$ cat src/rtl/opb_regbank_pkg.sv
// Shared types and helpers for the OPB software register bank: FSM states,
// register stride, byte-enable mask generation and address-to-word decode.
package opb_regbank_pkg;

  typedef enum logic [1:0] {IDLE, ACK, GAP} state_e;

  localparam int REG_STRIDE = 4;

  // The caller assigns the ascending OPB_BE[0:3] into this [3:0] argument,
  // so be[3] is OPB_BE[0] and lands on user byte 31:24.
  function automatic logic [31:0] be_to_mask(input logic [3:0] be);
    logic [31:0] mask;
    mask = '0;
    for (int j = 0; j < 4; j++) mask[8*j +: 8] = {8{be[j]}};
    return mask;
  endfunction

  function automatic logic [31:0] addr_to_index(input logic [31:0] addr,
                                                input logic [31:0] base);
    return (addr - base) >> $clog2(REG_STRIDE);
  endfunction

endpackage

$ cat src/rtl/opb_reg_slice.sv
// One 32-bit user register with optional shadow, byte-enable write,
// commit load and a one-cycle strobe whenever the visible value updates.
module opb_reg_slice
  import opb_regbank_pkg::*;
#(
  parameter bit COMMIT_MODE = 1'b0
) (
  input  logic        clk,
  input  logic        rst,
  input  logic        wr_en,
  input  logic        commit,
  input  logic [31:0] wr_data,
  input  logic [3:0]  wr_be,
  output logic [31:0] data_out,
  output logic [31:0] rd_data,
  output logic        strobe
);

  logic [31:0] data_q;
  logic [31:0] shadow_q;
  logic [31:0] mask;

  assign mask = be_to_mask(wr_be);

  // NOTE: sequential state uses non-blocking assignments only, and every
  // register (shadow included) is cleared because software reads it back.
  always_ff @(posedge clk) begin
    if (rst) begin
      data_q   <= '0;
      shadow_q <= '0;
      strobe   <= 1'b0;
    end else begin
      strobe <= COMMIT_MODE ? commit : wr_en;
      if (wr_en && COMMIT_MODE)
        shadow_q <= (shadow_q & ~mask) | (wr_data & mask);
      if (wr_en && !COMMIT_MODE)
        data_q <= (data_q & ~mask) | (wr_data & mask);
      else if (commit && COMMIT_MODE)
        data_q <= shadow_q;
    end
  end

  assign data_out = data_q;
  assign rd_data  = COMMIT_MODE ? shadow_q : data_q;

endmodule

$ cat src/rtl/opb_register_bank_ppc2simulink.sv
// OPB slave bank of C_NUM_REGS software registers presented to Simulink logic,
// with byte-enable writes, readback, per-register strobes and optional commit.
module opb_register_bank_ppc2simulink
  import opb_regbank_pkg::*;
#(
  parameter logic [31:0] C_BASEADDR    = 32'h00000000,
  parameter logic [31:0] C_HIGHADDR    = 32'h000000FF,
  parameter int          C_OPB_AWIDTH  = 32,
  parameter int          C_OPB_DWIDTH  = 32,
  parameter int          C_NUM_REGS    = 4,
  parameter int          C_COMMIT_MODE = 0,
  parameter string       C_FAMILY      = "virtex6"
) (
  input  logic                      OPB_Clk,
  input  logic                      OPB_Rst,
  input  logic [0:C_OPB_AWIDTH-1]   OPB_ABus,
  input  logic [0:3]                OPB_BE,
  input  logic [0:C_OPB_DWIDTH-1]   OPB_DBus,
  input  logic                      OPB_RNW,
  input  logic                      OPB_select,
  input  logic                      OPB_seqAddr,
  output logic [0:C_OPB_DWIDTH-1]   Sl_DBus,
  output logic                      Sl_xferAck,
  output logic                      Sl_errAck,
  output logic                      Sl_retry,
  output logic                      Sl_toutSup,
  output logic [C_NUM_REGS*32-1:0]  user_data_out,
  output logic [C_NUM_REGS-1:0]     user_strobe
);

  if (C_OPB_DWIDTH != 32 || C_NUM_REGS < 1 || C_NUM_REGS > 32 || C_FAMILY == "") begin : g_bad_config
    $error("opb_register_bank_ppc2simulink: unsupported configuration");
  end

  localparam logic [31:0] SPAN = C_HIGHADDR - C_BASEADDR;

  state_e      state_q, state_d;
  logic [31:0] abus, dbus, word, offset;
  logic [3:0]  be;
  logic        in_range, take, ack;
  logic [5:0]  idx_q;
  logic [31:0] data_q, rd_word;
  logic [3:0]  be_q;
  logic        rnw_q, hit_reg_q, hit_commit_q, commit_wr;
  logic [C_NUM_REGS-1:0] reg_wr;
  logic [31:0] rd_data [C_NUM_REGS];
  logic        unused_seq;

  // Ascending OPB buses map straight onto descending user vectors: DBus[0] is bit 31.
  assign abus       = OPB_ABus;
  assign dbus       = OPB_DBus;
  assign be         = OPB_BE;
  assign unused_seq = OPB_seqAddr;

  // Wrapping subtraction makes addresses below the base fall out of range too.
  assign offset   = abus - C_BASEADDR;
  assign in_range = offset <= SPAN;
  assign word     = addr_to_index(abus, C_BASEADDR);
  assign take     = (state_q == IDLE) && OPB_select && in_range;

  always_ff @(posedge OPB_Clk) begin
    if (OPB_Rst) state_q <= IDLE;
    else         state_q <= state_d;
  end

  always_comb begin
    state_d = state_q;
    case (state_q)
      IDLE:    if (take) state_d = ACK;
      ACK:     state_d = GAP;
      GAP:     state_d = IDLE;
      default: state_d = IDLE;
    endcase
  end

  // NOTE: every combinationally written signal gets a default first, so no latch.
  always_comb begin
    ack       = (state_q == ACK);
    reg_wr    = '0;
    commit_wr = 1'b0;
    if (ack && !rnw_q) begin
      for (int i = 0; i < C_NUM_REGS; i++)
        if (hit_reg_q && idx_q == 6'(i)) reg_wr[i] = 1'b1;
      commit_wr = hit_commit_q && (C_COMMIT_MODE != 0);
    end
  end

  always_ff @(posedge OPB_Clk) begin
    if (OPB_Rst) begin
      idx_q        <= '0;
      data_q       <= '0;
      be_q         <= '0;
      rnw_q        <= 1'b0;
      hit_reg_q    <= 1'b0;
      hit_commit_q <= 1'b0;
    end else if (take) begin
      idx_q        <= word[5:0];
      data_q       <= dbus;
      be_q         <= be;
      rnw_q        <= OPB_RNW;
      hit_reg_q    <= word < 32'(C_NUM_REGS);
      hit_commit_q <= word == 32'(C_NUM_REGS);
    end
  end

  for (genvar i = 0; i < C_NUM_REGS; i++) begin : g_reg
    opb_reg_slice #(.COMMIT_MODE(C_COMMIT_MODE != 0)) u_slice (
      .clk      (OPB_Clk),
      .rst      (OPB_Rst),
      .wr_en    (reg_wr[i]),
      .commit   (commit_wr),
      .wr_data  (data_q),
      .wr_be    (be_q),
      .data_out (user_data_out[32*i +: 32]),
      .rd_data  (rd_data[i]),
      .strobe   (user_strobe[i])
    );
  end

  // Commit and unused in-range addresses read as zero.
  always_comb begin
    rd_word = '0;
    if (ack && rnw_q && hit_reg_q)
      for (int i = 0; i < C_NUM_REGS; i++)
        if (idx_q == 6'(i)) rd_word = rd_data[i];
  end

  assign Sl_DBus    = rd_word;
  assign Sl_xferAck = ack;
  assign Sl_errAck  = 1'b0;
  assign Sl_retry   = 1'b0;
  assign Sl_toutSup = 1'b0;

endmodule

$ cat config.mk
export PLATFORM = sky130hd
export DESIGN_NAME = opb_register_bank_ppc2simulink
export DESIGN_NICKNAME = d
export VERILOG_FILES = /design/src/rtl/opb_regbank_pkg.sv /design/src/rtl/opb_reg_slice.sv /design/src/rtl/opb_register_bank_ppc2simulink.sv
export SDC_FILE = /design/constraint.sdc
export NUM_CORES = 1
export LEC_CHECK = 0
export BUFFER_PORTS_ARGS = -buffer_cell sky130_fd_sc_hd__buf_2
export CAP_MARGIN = 25
export CORE_ASPECT_RATIO = 1.5
export CORE_MARGIN = 4
export CORE_UTILIZATION = 48
export CTS_BUF_LIST = sky130_fd_sc_hd__clkbuf_4 sky130_fd_sc_hd__clkbuf_8
export CTS_CLUSTER_SIZE = 12
export DETAILED_ROUTE_END_ITERATION = 10
export GPL_ROUTABILITY_DRIVEN = 1
export HOLD_SLACK_MARGIN = 0.1
export PLACE_DENSITY = 0.82
export SYNTH_ARGS = -nofsm -noshare
export SYNTH_HDL_FRONTEND = slang
export SYNTH_SLANG_ARGS = --single-unit
$ cat constraint.sdc
create_clock -name OPB_Clk -period 2 [get_ports OPB_Clk]
set_input_delay 0.1 -clock OPB_Clk [delete_from_list [all_inputs] [get_ports OPB_Clk]]
set_output_delay 0.1 -clock OPB_Clk [all_outputs]
set_load 0.02 [all_outputs]
==> summary.txt <==
Placement
  – DPL Wire Length: 16.1 mm
  – Gp weighted congestion: ~0.77
  – Placed Cells: approximately 1,200
  – Placed instance area: 9840 µm²
  – Pre-CTS setup slack: -0.0675 ns
  – I/O Buffers: 234

Setup path
  – Critical Path AT: around 2.4 ns
  – Maximum fanout along the worst path: 5
  – R2R Path Start: idx_q[3]
  – Worst setup EP type: primary output
  – Critical Path Source Type: flip-flop
  – Required time worst endpoint: 1.90 ns
  – Worst Setup Path Type: flip-flop to primary output
  – Worst setup path startpoint: idx_q[3]

STA
  – Fin. Hold Viols: 0
  – Worst setup slack after layout: -0.488 ns
  – RSZ-0062 raised after global routing: true
  – Max Clock Skew: around 0.018 ns
  – Slew Limit Fails: 0
  – Count of final setup violators: 64
  – Final min period: approximately 2.5 ns
  – Final worst-path cycle share: 124%
  – Worst hold slack: 0.216 ns
  – F_max: about 0.4 GHz

Drt
  – WL/cell: ~19 µm
  – Residual DRC: 0
  – Vias: 7,215
  – Detail Route Antenna Nets: 0
  – Post-Route WL: 25.1 mm
  – DR pass1 iterations: 5
  – Vias per inst: 5.47
  – First-iteration detailed-routing DRC count: 348

Floorplanning
  – Die Y: ~170 µm
  – Initial Utilization: 49.3%
  – Die area: 18,900 µm²
  – I/O pin count: roughly 240
  – FP Rows: 57
  – Die W: 114 µm
  – Core region area: about 16,000 µm²

CTS
  – CTS HTree Levels: 4
  – Clk pin slew, worst setup/hold paths: 0.09 ns
  – Worst-skew pair later-pin latency: 0.45 ns
  – Root Driver: clkbuf_8
  – TritonCTS clock tree: yes
  – CTS sink count: ~180
  – Clock buffer count from CTS: 17
  – Max clock buf depth: 2

GRT
  – Largest net degree at the start of global routing: a little under 60
  – Vias in the first global route: 7,253
  – GRT overflow: 0
  – First-pass GRT wire length: roughly 38 mm
  – Antenna violations before repair: 0
  – GRT Util Overall: 25.2%

Logic synthesis
  – Area share of the largest cell type after synthesis: 44.3%
  – Seq cells post-synth: 178
  – Synthesized area: 8050 µm²
  – Synth Warn #: 0
  – Most common library cells after synthesis: dfxtp_1 (178), mux2i_1 (163), nand2b_1 (152), clkbuf_1 (44), nand3b_1 (40)
  – Synth unique cells: 34
  – Avg Cell Area, Syn: 10.2 µm²
  – Count leader, synth: dfxtp_1
  – Dominant synthesized flop cell: dfxtp_1
  – Post-synth EDFFs: 0
  – Register area share after synthesis: 44.3%
  – Area contributors post-synth: dfxtp_1 (44%), mux2i_1 (20%), nand2b_1 (12%)
  – Dominant cell type by area after synthesis: dfxtp_1
  – Mapped Cells: 788
  – Async SR Flop Fraction: 0%

Run status
  – Outcome: finished, violations left
  – Failing checks: setup timing

Pwr
  – Sw power: 1.46 mW
  – Pwr dens: approximately 570 nW/µm²
  – Int Pwr: slightly above 5 mW
  – Peak supply drop: approximately 520 µV
  – Combinational share of power: 4.7%
  – Sequential share of power: 54.4%
  – Lkg Pwr: 4.62 nW
  – Sw frac: 22.5%
  – Clock power frac: 40.9%

Job
  – Max-cap violation count: 0

Finish
  – Fill cell count: 1,213
  – Area Overhead vs Synth: 42.4%
  – Layout cells sized above 1: a little under two fifths
  – Antenna cells: 0
  – Post-route insts no fill: 1,320
  – NumNets Final: 1,174
  – Core Util, Final: 70.1%
  – Post-Layout Inst Area: 11,500 µm²

Min path
  – Hold Startpoint: OPB_ABus[22]
  – Hold/Removal Path Class: input pin to flip-flop
## cell families after synthesis
logic type | Yosys count | share of synthesized area (%)
multiplexers | 163 | 20.3
buffers and inverters | 72 | 4.43
AO/OA/AOI/OAI | 105 | 9.04
other | 1 | 0.0466
flip-flops | 178 | 44.3
AND/OR/NAND/NOR | 269 | 21.9
## path summary, 6_finish.rpt
path | end | slack [ns] | depth (start not counted)
worst max register to register | flip-flop | -0.36 | 11
worst min-delay path | state_q[0] | 0.22 | 5
worst max-delay path | Sl_DBus[8] | -0.49 | 8
worst min register to register | flip-flop | 0.50 | 2
## worst max-delay path, cell delays in order, from the launching register on
cell,delay [ns]
dfxtp_2,0.33
or3_4,0.41
buf_6,0.14
nor4b_4,0.25
buf_6,0.18
clkbuf_16,0.16
a221oi_4,0.06
a211oi_2,0.22
buf_4,0.17
## final cells by class
| class | count | area, µm² | share of cell area (%) |
|---|---|---|---|
| clock buffers | 19 | 255 | 2.23 |
| clock inverters | 13 | 171 | 1.50 |
| multi-input cells | 540 | 4540 | 39.6 |
| flip-flops and latches | 178 | 3570 | 31.1 |
| well taps | 206 | 258 | 2.25 |
| repair buffers | 364 | 2670 | 23.3 |
## routing by layer
metal	vias up	track usage [%]	wire length, µm
li1	3430	-	-
met1	3490	29.1	9850
met2	239	46.0	13400
met3	56	3.99	1140
met4	0	9.41	683
met5	-	0	0
## cell usage in the layout, fill, tap and decap left out, types with 2 or more instances in the layout
| cell | count |
|---|---|
| bufinv_16 | 3 |
| dfxtp_2 | 2 |
| buf_6 | 19 |
| clkbuf_8 | 18 |
| dlygate4sd3_1 | 49 |
| inv_6 | 5 |
| nand2b_1 | 152 |
| buf_8 | 3 |
| nor2b_1 | 6 |
| a221oi_1 | 13 |
| nand3b_1 | 40 |
| buf_12 | 16 |
| nor3_1 | 2 |
| nand2_1 | 6 |
| nor2_1 | 25 |
| and3_4 | 4 |
| mux2i_1 | 163 |
| clkinv_2 | 2 |
| nand4_1 | 4 |
| nor4_1 | 5 |
| a211oi_2 | 32 |
| o21ai_0 | 39 |
| nor3b_1 | 2 |
| a221oi_4 | 2 |
| or4_1 | 3 |
| conb_1 | 3 |
| dfxtp_1 | 176 |
| a221oi_2 | 17 |
| buf_2 | 201 |
| nor4_4 | 4 |
| buf_4 | 74 |
| nand3_4 | 4 |
## stage by stage
stage          power (mW)  TNS, ns
3_3_place_gp         3.85  -0.0980
3_5_place_dp         3.85    -2.03
2_1_floorplan        3.75    -1.68
6_report             6.50   -20.15
4_1_cts              6.56   -17.76
5_1_grt              6.72   -26.62
## what timing repair did
action,CTS,global route
endpoints found under the hold margin,51,0
gates cloned,3,2
setup endpoints to repair,100,100
setup buffers,7,22
hold buffers,50,0
pin swaps,9,9
resized for setup,64,42
## power by group through the flow
stage	registers (mW)	logic (mW)	clock network, mW
after CTS	3.54	0.297	2.72
after global placement	3.62	0.222	0
after detailed placement	3.62	0.224	0
final	3.54	0.306	2.66
after floorplan	3.62	0.127	0
after global routing	3.54	0.327	2.85
No activity file was read; power rests on OpenSTA's default activity.
